==> src/rtl/mul_add_seq_if.sv <==
// Handshake and operand bundle for the sequential multiply-accumulate unit.
// The requester drives start and operands; the unit returns product, busy and done.
interface mul_add_seq_if #(
  parameter int WIDTH = 4
);
  logic               start;
  logic [WIDTH-1:0]   multiplier;
  logic [WIDTH-1:0]   multiplicand;
  logic [WIDTH-1:0]   addend;
  logic [2*WIDTH-1:0] product;
  logic               busy;
  logic               done;

  modport master (
    output start, multiplier, multiplicand, addend,
    input  product, busy, done
  );

  modport slave (
    input  start, multiplier, multiplicand, addend,
    output product, busy, done
  );
endinterface

==> src/rtl/mul_add_seq.sv <==
// Shift-and-add multiply-accumulate: product = multiplier * multiplicand + addend.
// Fixed latency of WIDTH iterations plus load and result cycles, independent of operands.
module mul_add_seq #(
  parameter int WIDTH = 4
) (
  input logic          clk,
  input logic          rst_n,
  mul_add_seq_if.slave bus
);

  localparam int CW = $clog2(WIDTH + 1);

  typedef enum logic [1:0] {
    IDLE = 2'd0,
    CALC = 2'd1,
    DONE = 2'd2
  } state_t;

  state_t               state;
  logic [WIDTH-1:0]     a_sh;
  logic [WIDTH-1:0]     b_reg;
  logic [2*WIDTH-1:0]   acc;
  logic [CW-1:0]        cnt;
  logic [2*WIDTH-1:0]   product_q;
  logic                 busy_q;
  logic                 done_q;
  logic [2*WIDTH-1:0]   b_ext;

  assign b_ext = {{WIDTH{1'b0}}, b_reg};

  // NOTE: every register, including the operand latches, is cleared by reset so an
  // aborted computation leaves no stale state behind; all updates use <= so each
  // branch sees the values from before the edge.
  always_ff @(posedge clk or negedge rst_n) begin
    if (!rst_n) begin
      state     <= IDLE;
      a_sh      <= '0;
      b_reg     <= '0;
      acc       <= '0;
      cnt       <= '0;
      product_q <= '0;
      busy_q    <= 1'b0;
      done_q    <= 1'b0;
    end else begin
      case (state)
        IDLE: begin
          done_q <= 1'b0;
          if (bus.start) begin
            a_sh   <= bus.multiplier;
            b_reg  <= bus.multiplicand;
            acc    <= {{WIDTH{1'b0}}, bus.addend};
            cnt    <= '0;
            busy_q <= 1'b1;
            state  <= CALC;
          end else begin
            busy_q <= 1'b0;
          end
        end

        CALC: begin
          if (a_sh[0]) begin
            acc <= acc + (b_ext << cnt);
          end
          a_sh <= a_sh >> 1;
          cnt  <= cnt + CW'(1);
          if (cnt == CW'(WIDTH - 1)) begin
            state <= DONE;
          end
        end

        DONE: begin
          // Outputs are registered, so the pulse is seen in the cycle after this state.
          product_q <= acc;
          done_q    <= 1'b1;
          state     <= IDLE;
        end

        default: begin
          state  <= IDLE;
          busy_q <= 1'b0;
          done_q <= 1'b0;
        end
      endcase
    end
  end

  assign bus.product = product_q;
  assign bus.busy    = busy_q;
  assign bus.done    = done_q;

endmodule
==> src/flat_wrapper.sv <==
// flat-port wrapper written by rule: the top's interface ports become plain ports
module mul_add_seq_flat 
#(
  parameter int WIDTH = 4
)
  (clk, rst_n, bus_start, bus_multiplier, bus_multiplicand, bus_addend, bus_product, bus_busy, bus_done);
  mul_add_seq_if #(.WIDTH(WIDTH)) bus_i ();
  input logic clk;
  input logic rst_n;
  input wire logic [$bits(bus_i.start)-1:0] bus_start;
  input wire logic [$bits(bus_i.multiplier)-1:0] bus_multiplier;
  input wire logic [$bits(bus_i.multiplicand)-1:0] bus_multiplicand;
  input wire logic [$bits(bus_i.addend)-1:0] bus_addend;
  output wire logic [$bits(bus_i.product)-1:0] bus_product;
  output wire logic [$bits(bus_i.busy)-1:0] bus_busy;
  output wire logic [$bits(bus_i.done)-1:0] bus_done;
  assign bus_i.start = bus_start;
  assign bus_i.multiplier = bus_multiplier;
  assign bus_i.multiplicand = bus_multiplicand;
  assign bus_i.addend = bus_addend;
  assign bus_product = bus_i.product;
  assign bus_busy = bus_i.busy;
  assign bus_done = bus_i.done;
  mul_add_seq #(.WIDTH(WIDTH)) u_core (.clk(clk), .rst_n(rst_n), .bus(bus_i));
endmodule
==> config.mk <==
export PLATFORM = sky130hd
export DESIGN_NAME = mul_add_seq_flat
export DESIGN_NICKNAME = d
export VERILOG_FILES = /design/src/rtl/mul_add_seq_if.sv /design/src/rtl/mul_add_seq.sv /design/src/flat_wrapper.sv
export SDC_FILE = /design/constraint.sdc
export NUM_CORES = 1
export LEC_CHECK = 0
export ABC_AREA = 0
export BUFFER_PORTS_ARGS = -buffer_cell sky130_fd_sc_hd__buf_2
export CORE_MARGIN = 3
export CORE_UTILIZATION = 50
export DETAILED_ROUTE_END_ITERATION = 16
export HOLD_SLACK_MARGIN = 0.02
export PLACE_DENSITY_LB_ADDON = 0.12
export SLEW_MARGIN = 40
export SYNTH_ARGS = -nofsm -noshare
export SYNTH_HDL_FRONTEND = slang
export SYNTH_SLANG_ARGS = --single-unit
==> constraint.sdc <==
create_clock -name clk -period 2.68 [get_ports clk]
set_input_delay 0.67 -clock clk [delete_from_list [all_inputs] [get_ports clk]]
set_output_delay 0.67 -clock clk [all_outputs]
set_load 0.02 [all_outputs]
==> key figures, run 1 <==
Outcome
  • Outcome: finished, final reports clean

Power
  • Sw Ratio: 44.0%
  • Clock share of power: 12.4%
  • Total leakage power: 0.000981 µW
  • Internal: 1630 µW
  • Comb pwr share: 57.8%
  • Tot Pwr: 2910 µW
  • Sequential share of power: 29.8%
  • Power Dens Cells: 1410 nW/µm²
  • Peak VDD IR: 622 µV
  • NetSw: 1280 µW

Global routing
  • Total GRT Usage: 18.6%
  • Initial antenna violation count: 0
  • Number of global-route vias before repair: 1357
  • Overflow after GRT: 0
  • First-pass GRT wire length: 6130 µm
  • Largest net degree at the start of global routing: 32

Critical path
  • WP depth: 11
  • Crit end category: flip-flop
  • CP max FO: 6
  • CP endpoint: u_core.acc[7]
  • CP Launch Point: u_core.cnt[0]
  • Crit path cell chain: and2b_2, nand2_1, o21ai_0, nand2b_1, o21ai_0, ha_1, a2111o_1, a21oi_1, o21ai_0, and2_4, o221ai_2
  • Top delay family on crit path: compound AO/OA/AOI/OAI gates
  • Critical path class: reg -> reg
  • CP max-delay cell: dfrtp_2
  • Most used cell, CP: o21ai_0
  • CP bufs+invs: 0
  • Worst r2r dst: u_core.acc[7]
  • FF-to-FF setup slack: 150 ps
  • Worst EP required: 2880 ps
  • Worst EP arrival: 2730 ps
  • FF-to-FF Start: u_core.cnt[0]
  • FF-to-FF path depth: 11
  • Worst Setup Start Kind: flip-flop
  • Slowest stage delay, CP: 430 ps

Cells and area
  • Final Cell Area: 2060 µm²
  • Layout cells sized above 1: 25.9%
  • Total inserted antenna cells: 0
  • Area growth syn-to-layout: 12.0%
  • Multi-input logic area: 967 µm²
  • Sequential cell area: 777 µm²
  • Fillers: 299
  • Nets: 233

STA
  • Fin. max-slew vios: 0
  • Fin crit share: 94.4%
  • Fmax: 0.395 GHz
  • Setup TNS: 0 ps
  • Worst-Margin Slew: 692 ps
  • Tmin final: 2530 ps
  • Slew HR: 53.9%
  • Clock Skew: 6.40 ps
  • Final hold violations: 0
  • RSZ-0062 raised after global routing: no
  • Finish-stage setup viols: 0

Synth
  • Largest cells by area after synthesis: dfrtp_1, ha_1, mux2_2
  • Syn Nets: 208
  • Count leader, synth: dfrtp_1
  • Share of the synthesized area in the top cell type: 42.2%
  • Top cells by count, synth: dfrtp_1, a21oi_1, mux2_2, nand2_1
  • Top_reg_cell synth: dfrtp_1
  • Register area share after synthesis: 42.2%
  • Netlist cell types: 47
  • Ys async rst share: 100%
  • Syn avg cell area: 10.2 µm²
  • YS warnings: 0
  • Synth Cell Area: 1840 µm²
  • Syn Inst Count: 180
  • Cell accounting for the most synthesized area: dfrtp_1
  • Seq cells post-synth: 31
  • Post-synth EDFFs: 0

Job
  • Max_cap viols: 0

Place
  • DP HPWL: 2690 µm
  • Placed instance area: 1970 µm²
  • GPL Wtd Cong: 0.787
  • # port buffers: 24

Route
  • Drt pass-1 iters: 4
  • DR DRC count: 0
  • Routed wire length: 3580 µm
  • DR vias/cell: 5.50
  • Vias after detailed routing: 1380
  • Antenna Violating Nets Remaining: 0
  • DR iter-0 viols: 63
  • Routed WL per cell: 14.3 µm

Clocking
  • CTS tree: yes
  • Clk buf depth: 2
  • Sink Count: 31
  • Root Buffer: clkbuf_8
  • Clk slew on worst S/H paths: 60 ps
  • Clk_lat worst skew: 280 ps
  • H-tree levels: 2
  • Cts bufs inserted: 5

Floorplan
  • Die H: 66.6 µm
  • IO Count: 25
  • Row count: 21
  • Die area: 4440 µm²
  • Initial Util: 53.4%
  • Die Wd: 66.6 µm
  • Area of the core: 3440 µm²

Worst hold path
  • HP Class: in -> async
==> cell usage in the layout (no fill, tap or decap), drive strengths merged, types with 7 or more instances in the layout <==
cell,n
clkbuf,7
inv,11
dfrtp,31
o21ai,13
buf,24
a21oi,17
mux2,13
ha,12
nor2,10
nand2,13
==> stage by stage <==
stage	instances	util [%]	hold slack [ps]	worst slack, ps
floorplan	180	-	374	292
global route	251	59.8	474	9.60
global placement	243	57.1	460	159
detailed placement	243	57.1	467	44.6
CTS	250	59.7	447	36.9
finish	251	59.8	431	150
==> power by group through the flow <==
stage / sequential [µW] / clock (µW) / combinational (µW)
6_report: 865 / 361 / 1680
4_1_cts: 873 / 374 / 1670
5_1_grt: 901 / 388 / 1910
3_5_place_dp: 882 / 0 / 1650
3_3_place_gp: 861 / 0 / 1610
2_1_floorplan: 885 / 0 / 1300
==> cell type report <==
cell class,count,share of cell area (%)
Timing Repair Buffer,25,6.08
Clock inverter,1,0.243
Clock buffer,6,4.01
Multi-Input combinational cell,130,47.0
Tap cell,46,2.79
Inverter,12,2.19
Sequential cell,31,37.7
==> worst min path at each step <==
stage	startpoint	end	depth (start not counted)
4_1_cts	rst_n	u_core.bus.busy	1
6_report	rst_n	u_core.state[0]	1
3_3_place_gp	u_core.bus.busy	u_core.bus.busy	2
2_1_floorplan	rst_n	u_core.a_sh[0]	0
3_5_place_dp	u_core.bus.busy	u_core.bus.busy	2
5_1_grt	rst_n	u_core.state[0]	1
==> metal layers <==
layer  vias to the layer above  part of all wire (%)  track usage [%]
met5                         -                     0                0
met4                         0                   1.1             6.85
met3                         4                   4.8             5.06
met2                        30                    48             29.6
met1                       656                    47             24.0
li1                        690                     -                -
==> repair_timing <==
action | 4_1_cts | 5_1_grt
endpoints found under the setup margin | 0 | 3
gates resized for setup | 0 | 3
hold buffers | 0 | 0
buffers inserted | 0 | 1
==> worst register-to-register path: cells and delay by family, from the launching register on <==
family          cells  cell delay (ps)
compound gates      6             1060
fa+ha+maj           1              370
flops               1              430
simple gates        4              590
==> cell families (layout without fill, tap and decap cells) <==
group,after synthesis,in the layout,synth area share [%]
DFF,31,31,42.2
buffers and inverters,19,44,5.17
adders and majority gates,13,13,9.26
xor gates and xnor gates,2,2,0.953
and+or+nand+nor,48,48,14.0
muxes,19,19,11.9
AOI/OAI and AO/OA,48,48,16.5
No activity file was read; power rests on OpenSTA's default activity.
==> run 2, diff against run 1 <==
--- a/config.mk
+++ b/config.mk
@@ -7,11 +7,12 @@
 export LEC_CHECK = 0
 export ABC_AREA = 0
 export BUFFER_PORTS_ARGS = -buffer_cell sky130_fd_sc_hd__buf_2
+export CAP_MARGIN = 10
 export CORE_MARGIN = 3
-export CORE_UTILIZATION = 50
+export CORE_UTILIZATION = 45
 export DETAILED_ROUTE_END_ITERATION = 16
 export HOLD_SLACK_MARGIN = 0.02
-export PLACE_DENSITY_LB_ADDON = 0.12
+export PLACE_DENSITY = 0.63
 export SLEW_MARGIN = 40
 export SYNTH_ARGS = -nofsm -noshare
 export SYNTH_HDL_FRONTEND = slang
==> run 2 against run 1 <==
Net effect: sequential power rose by 2%; clock-buffer cell count rose by 2; flip-flop and latch count did not move; first-iteration DRC count rose by 13%; combinational power barely moved; highest routed layer unchanged; critical path type unchanged; worst setup slack got worse by 13 ps.
==> key figures, run 2 (synthesized netlist as in run 1, its figures left out) <==
Critical path
  • CP max-delay cell: mux4_2
  • Crit path cell chain: mux4_2, and2_2, ha_1, a2111o_1, a21oi_1, o21ai_0, and2_4, o221ai_2
  • Worst r2r dst: u_core.acc[7]
  • FF-to-FF setup slack: 140 ps (about the same)
  • Worst EP required: 2870 ps (about the same)
  • CP max FO: 9 (+3)
  • FF-to-FF path depth: 8 (-3)
  • Critical path class: reg -> reg
  • Worst EP arrival: 2740 ps (about the same)
  • Slowest stage delay, CP: 530 ps (+100 ps)
  • CP Launch Point: u_core.cnt[0]
  • Crit end category: flip-flop
  • FF-to-FF Start: u_core.cnt[0]
  • WP depth: 8 (-3)
  • CP bufs+invs: 0 (unchanged)
  • Top delay family on crit path: compound AO/OA/AOI/OAI gates
  • Worst Setup Start Kind: flip-flop

Cells and area
  • Nets: 233 (unchanged)
  • Most common cell after layout, fill and taps aside: dfrtp_1
  • Final Cell Area: 2080 µm² (+1.0%)
  • Layout cells sized above 1: 26.2% (+0.36 points)
  • Most frequent cells in the layout: dfrtp_1, buf_2, a21oi_1
  • Total inserted antenna cells: 0 (unchanged)
  • Area growth syn-to-layout: 13.2%

Place
  • Placed instance area: 1980 µm² (+0.51%)
  • GPL Wtd Cong: 0.846 (+7.5%)
  • DP HPWL: 2820 µm (+4.6%)
  • # port buffers: 24 (unchanged)

Power
  • Comb pwr share: 57.3% (-0.5 points)
  • Peak VDD IR: 604 µV (-3.0%)
  • NetSw: 1310 µW (+2.4%)
  • Power Dens Cells: 1430 nW/µm² (+1.6%)
  • Sw Ratio: 43.8% (-0.13 points)
  • Internal: 1680 µW (+2.9%)
  • Tot Pwr: 2990 µW (+2.7%)
  • Clock share of power: 13.3% (+0.9 points)
  • Sequential share of power: 29.4% (-0.4 points)
  • Total leakage power: 0.000986 µW (+0.49%)

STA
  • Worst-Margin Slew: 696 ps (+4.63 ps)
  • Clock Skew: 2.95 ps (-3.45 ps)
  • Slew HR: 53.6% (-0.31 points)
  • Finish-stage setup viols: 0 (unchanged)
  • Fmax: 0.393 GHz (-0.53%)
  • Fin crit share: 94.9% (+0.50 points)
  • Final hold violations: 0 (unchanged)
  • RSZ-0062 raised after global routing: no
  • Setup TNS: 0 ps (unchanged)
  • Fin. max-slew vios: 0 (unchanged)
  • Tmin final: 2540 ps (+13.4 ps)

Floorplan
  • Row count: 22 (+4.8%)
  • IO Count: 25 (unchanged)
  • Die Wd: 69.9 µm (+4.9%)
  • Area of the core: 3800 µm² (+10%)
  • Die H: 69.9 µm (+4.9%)
  • Die area: 4890 µm² (+10%)
  • Initial Util: 48.4% (-5.0 points)

Clocking
  • Hold_buf cts: 0 (unchanged)
  • CTS tree: yes
  • Sink Count: 31 (unchanged)
  • Clk slew on worst S/H paths: 60 ps (about the same)
  • Cts bufs inserted: 5 (unchanged)
  • Clk_lat worst skew: 280 ps (about the same)
  • H-tree levels: 2 (unchanged)
  • Clk buf depth: 2 (unchanged)
  • Root Buffer: clkbuf_8

Job
  • Max_cap viols: 0 (unchanged)

Outcome
  • Outcome: finished, final reports clean

Route
  • DR iter-0 viols: 71 (+13%)
  • Vias after detailed routing: 1414 (+2.5%)
  • DR DRC count: 0 (unchanged)
  • Routed wire length: 3770 µm (+5.3%)
  • Routed length on met2: 1820 µm (+6.9%)
  • Antenna Violating Nets Remaining: 0 (unchanged)
  • WL met1: 1690 µm (+1.2%)
  • Drt pass-1 iters: 4 (unchanged)
  • Routed WL per cell: 14.9 µm (+4.1%)
  • DR vias/cell: 5.57 (+1.3%)
  • DR WL met3: 198 µm (+16%)
  • Max Used Layer: met4

Global routing
  • Initial antenna violation count: 0 (unchanged)
  • Number of global-route vias before repair: 1445 (+6.5%)
  • Total GRT Usage: 16.9% (-1.7 points)
  • Largest net degree at the start of global routing: 32 (unchanged)
  • Overflow after GRT: 0 (unchanged)
  • First-pass GRT wire length: 6610 µm (+7.8%)

Worst hold path
  • HP Class: in -> async
==> run 2: changes by cell type in the layout (fill, tap and decap cells not counted) <==
cell      before  now
clkbuf_8       6    7
clkbuf_2       1    0
clkinv_2       1    0
mux2i_2        0    1
mux2i_1        5    4
clkbuf_1       0    1
buf_4          0    1
==> run 2: through the flow <==
stage | hold WS, ps | setup slack (ps) | utilization [%] | instances
after global placement | 456 | 161 | 52.0 | 246
final | 437 | 137 | 54.8 | 254
after detailed placement | 474 | 74.3 | 52.0 | 246
after CTS | 451 | 69.3 | 54.6 | 254
after floorplan | 374 | 292 | - | 180
after global routing | 482 | 0.620 | 54.8 | 254
==> run 2: what timing repair did <==
action	4_1_cts	5_1_grt
resized for setup	0	4
setup buffers	0	0
endpoints found under the setup margin	0	3
==> run 2: worst max path at each step <==
| stage | slack [ps] | to |
|---|---|---|
| after floorplan | 290 | u_core.acc[7] |
| after global placement | 160 | u_core.acc[7] |
| after detailed placement | 70 | u_core.acc[7] |
| after CTS | 70 | u_core.acc[7] |
| after global routing | 0.6 | u_core.acc[7] |
| final | 140 | u_core.acc[7] |
==> run 2: metal layers <==
| metal | GRT usage (%) | vias to the layer above |
|---|---|---|
| met5 | 0 | - |
| met4 | 6.81 | 0 |
| li1 | - | 693 |
| met2 | 27.3 | 30 |
| met3 | 4.60 | 6 |
| met1 | 21.5 | 685 |
==> run 2: power by group through the flow <==
| stage | Combinational [µW] | Clock (µW) | Sequential (µW) |
|---|---|---|---|
| after global routing | 1940 | 436 | 910 |
| after detailed placement | 1680 | 0 | 881 |
| after global placement | 1630 | 0 | 862 |
| after CTS | 1700 | 411 | 872 |
| final | 1710 | 397 | 878 |
| after floorplan | 1300 | 0 | 885 |
==> run 2: cell type report <==
type	instances	area, µm²
repair buffers	25	128
well taps	48	60.1
clock buffers	8	100
inverters	12	45.0
flip-flops and latches	31	777
multi-input cells	130	971
fillers	346	1720
==> run 3, diff against run 2 <==
--- a/config.mk
+++ b/config.mk
@@ -12,7 +12,7 @@
 export CORE_UTILIZATION = 45
 export DETAILED_ROUTE_END_ITERATION = 16
 export HOLD_SLACK_MARGIN = 0.02
-export PLACE_DENSITY = 0.63
+export PLACE_DENSITY = 0.65
 export SLEW_MARGIN = 40
 export SYNTH_ARGS = -nofsm -noshare
 export SYNTH_HDL_FRONTEND = slang
==> constraint.sdc (replaced) <==
create_clock -name clk -period 2.06 [get_ports clk]
set_input_delay 0.515 -clock clk [delete_from_list [all_inputs] [get_ports clk]]
set_output_delay 0.515 -clock clk [all_outputs]
set_load 0.02 [all_outputs]
==> run 3 against run 2 <==
Net effect: the flow now finishes with violations (negative setup slack); cell area grew 12%; sequential share of layout area shrank 4.1 points; final cell count grew 10%; wire length grew 5.7%; clock power grew 8.8%; hold slack lost 180 ps; largest cell class unchanged.
==> key figures, run 3 (synthesized netlist as in run 1, its figures left out) <==
STA
  • Final hold violations: 0 (unchanged)
  • Fin. max-slew vios: 0 (unchanged)
  • Tmin final: 2310 ps (-232 ps)
  • Fmax: 0.433 GHz (+10%)
  • Setup TNS: -731 ps (-731 ps)
  • Worst-Margin Slew: 690 ps (-6.34 ps)
  • Clock Skew: 7.20 ps (+4.25 ps)
  • Fin crit share: 112% (+17 points)
  • Finish-stage setup viols: 5 (+5)
  • RSZ-0062 raised after global routing: yes
  • Slew HR: 54.0% (+0.42 points)
  • Final worst slack: -251 ps (-388 ps)

Cells and area
  • Nets: 261 (+12%)
  • Area growth syn-to-layout: 27.0%
  • Multi-input logic area: 1040 µm² (+7.3%)
  • Sequential cell area: 777 µm² (unchanged)
  • Total inserted antenna cells: 0 (unchanged)
  • Final Cell Area: 2330 µm² (+12%)
  • Layout cells sized above 1: 40.9% (+15 points)
  • Most frequent cells in the layout: dfrtp_1, buf_4, buf_2
  • Fillers: 341 (-1.4%)
  • Finished Layout Cells: 280 (+10%)
  • Most common cell after layout, fill and taps aside: dfrtp_1

Route
  • Routed WL per cell: 14.2 µm (-4.1%)
  • Vias after detailed routing: 1499 (+6.0%)
  • Antenna Violating Nets Remaining: 0 (unchanged)
  • Routed wire length: 3990 µm (+5.7%)
  • DR DRC count: 0 (unchanged)
  • DR vias/cell: 5.35 (-3.8%)
  • DR iter-0 viols: 65 (-8.5%)
  • Drt pass-1 iters: 4 (unchanged)

Clocking
  • Clk buf depth: 2 (unchanged)
  • Root Buffer: clkbuf_8
  • Clk_lat worst skew: 290 ps (about the same)
  • Hold_buf cts: 0 (unchanged)
  • CTS tree: yes
  • Sink Count: 31 (unchanged)
  • Clk slew on worst S/H paths: 60 ps (about the same)
  • Cts bufs inserted: 5 (unchanged)
  • H-tree levels: 2 (unchanged)

Floorplan
  • Area of the core: 3800 µm² (unchanged)
  • Die area: 4890 µm² (unchanged)
  • Die H: 69.9 µm (unchanged)
  • Initial Util: 48.4% (unchanged)
  • Row count: 22 (unchanged)
  • Die Wd: 69.9 µm (unchanged)
  • IO Count: 25 (unchanged)

Power
  • Tot Pwr: 4610 µW (+54%)
  • Peak VDD IR: 913 µV (+51%)
  • Total leakage power: 0.00113 µW (+14%)
  • Power Dens Cells: 1980 nW/µm² (+38%)

Place
  • # port buffers: 24 (unchanged)
  • Placed instance area: 2200 µm² (+11%)
  • Cells after DPL: 272 (+11%)
  • GPL Wtd Cong: 0.852 (+0.79%)
  • Pre-CTS WS: -310 ps (-384 ps)
  • DP HPWL: 3150 µm (+12%)

Outcome
  • Failing checks: negative setup slack
  • Outcome: finished with violations

Critical path
  • Worst Setup Start Kind: flip-flop
  • Worst EP arrival: 2520 ps (-220 ps)
  • Crit end category: flip-flop
  • Worst EP required: 2270 ps (-600 ps)
  • CP max FO: 5 (-4)
  • Critical path class: reg -> reg

Job
  • Max_cap viols: 0 (unchanged)

Global routing
  • Overflow after GRT: 0 (unchanged)
  • Initial antenna violation count: 0 (unchanged)
  • Number of global-route vias before repair: 1601 (+11%)
  • Largest net degree at the start of global routing: 32 (unchanged)
  • Total GRT Usage: 18.5% (+1.6 points)
  • First-pass GRT wire length: 7150 µm (+8.1%)

Worst hold path
  • HP Class: in -> async
==> run 3: routing by layer <==
layer	track usage, %	vias up	share of wire, %
met5	0	-	0
met4	7.87	0	2.3
met3	5.18	11	3.8
met2	32.3	29	53
met1	21.0	712	41
li1	-	747	-
==> run 3: repair_timing <==
item                       in CTS  in global routing
gates resized for setup         6                 10
setup buffers                   0                  2
pin swaps                       3                  7
setup endpoints to repair       6                  6
==> run 3: worst paths after layout <==
| kind | startpoint | slack, ps | cells after the start | end |
|---|---|---|---|---|
| worst max-delay path | u_core.cnt[0] | -250 | 8 | u_core.acc[7] |
| worst min-delay path | rst_n | 260 | 1 | u_core.state[0] |
| worst max register to register | u_core.cnt[0] | -250 | 8 | u_core.acc[7] |
| worst min register to register | u_core.bus.busy | 470 | 2 | u_core.bus.busy |
| max in group asynchronous | rst_n | 1290 | 1 | u_core.cnt[0] |
| min in group clk | bus_multiplicand[3] | 460 | 2 | u_core.b_reg[3] |
==> run 3: power breakdown <==
group,internal (µW),leakage (µW),switching (µW),total [µW]
clock network,224,0.0000371,208,432
registers,891,0.000384,225,1120
logic,1560,0.000705,1500,3060
total,2680,0.00113,1930,4610
==> run 3: final cells by class <==
class	instances	area share [%]
clock buffers	6	3.11
inverters	12	1.93
multi-input cells	130	44.6
flip-flops and latches	31	33.3
well taps	48	2.57
repair buffers	53	14.5
==> run 3: worst max-delay path: stages (launching register included) <==
cell,delay (ps)
dfrtp_2,420
mux4_2,530
and2_4,170
ha_4,260
o211a_1,180
a21oi_2,80
or3_1,330
and2_4,150
o221ai_2,110
==> run 3: metrics by stage <==
step                      utilization (%)  hold WS, ps
after CTS                            60.2          298
after global placement               57.8          463
after detailed placement             57.8          469
after global routing                 61.5          331
final                                61.5          260
after floorplan                         -          219
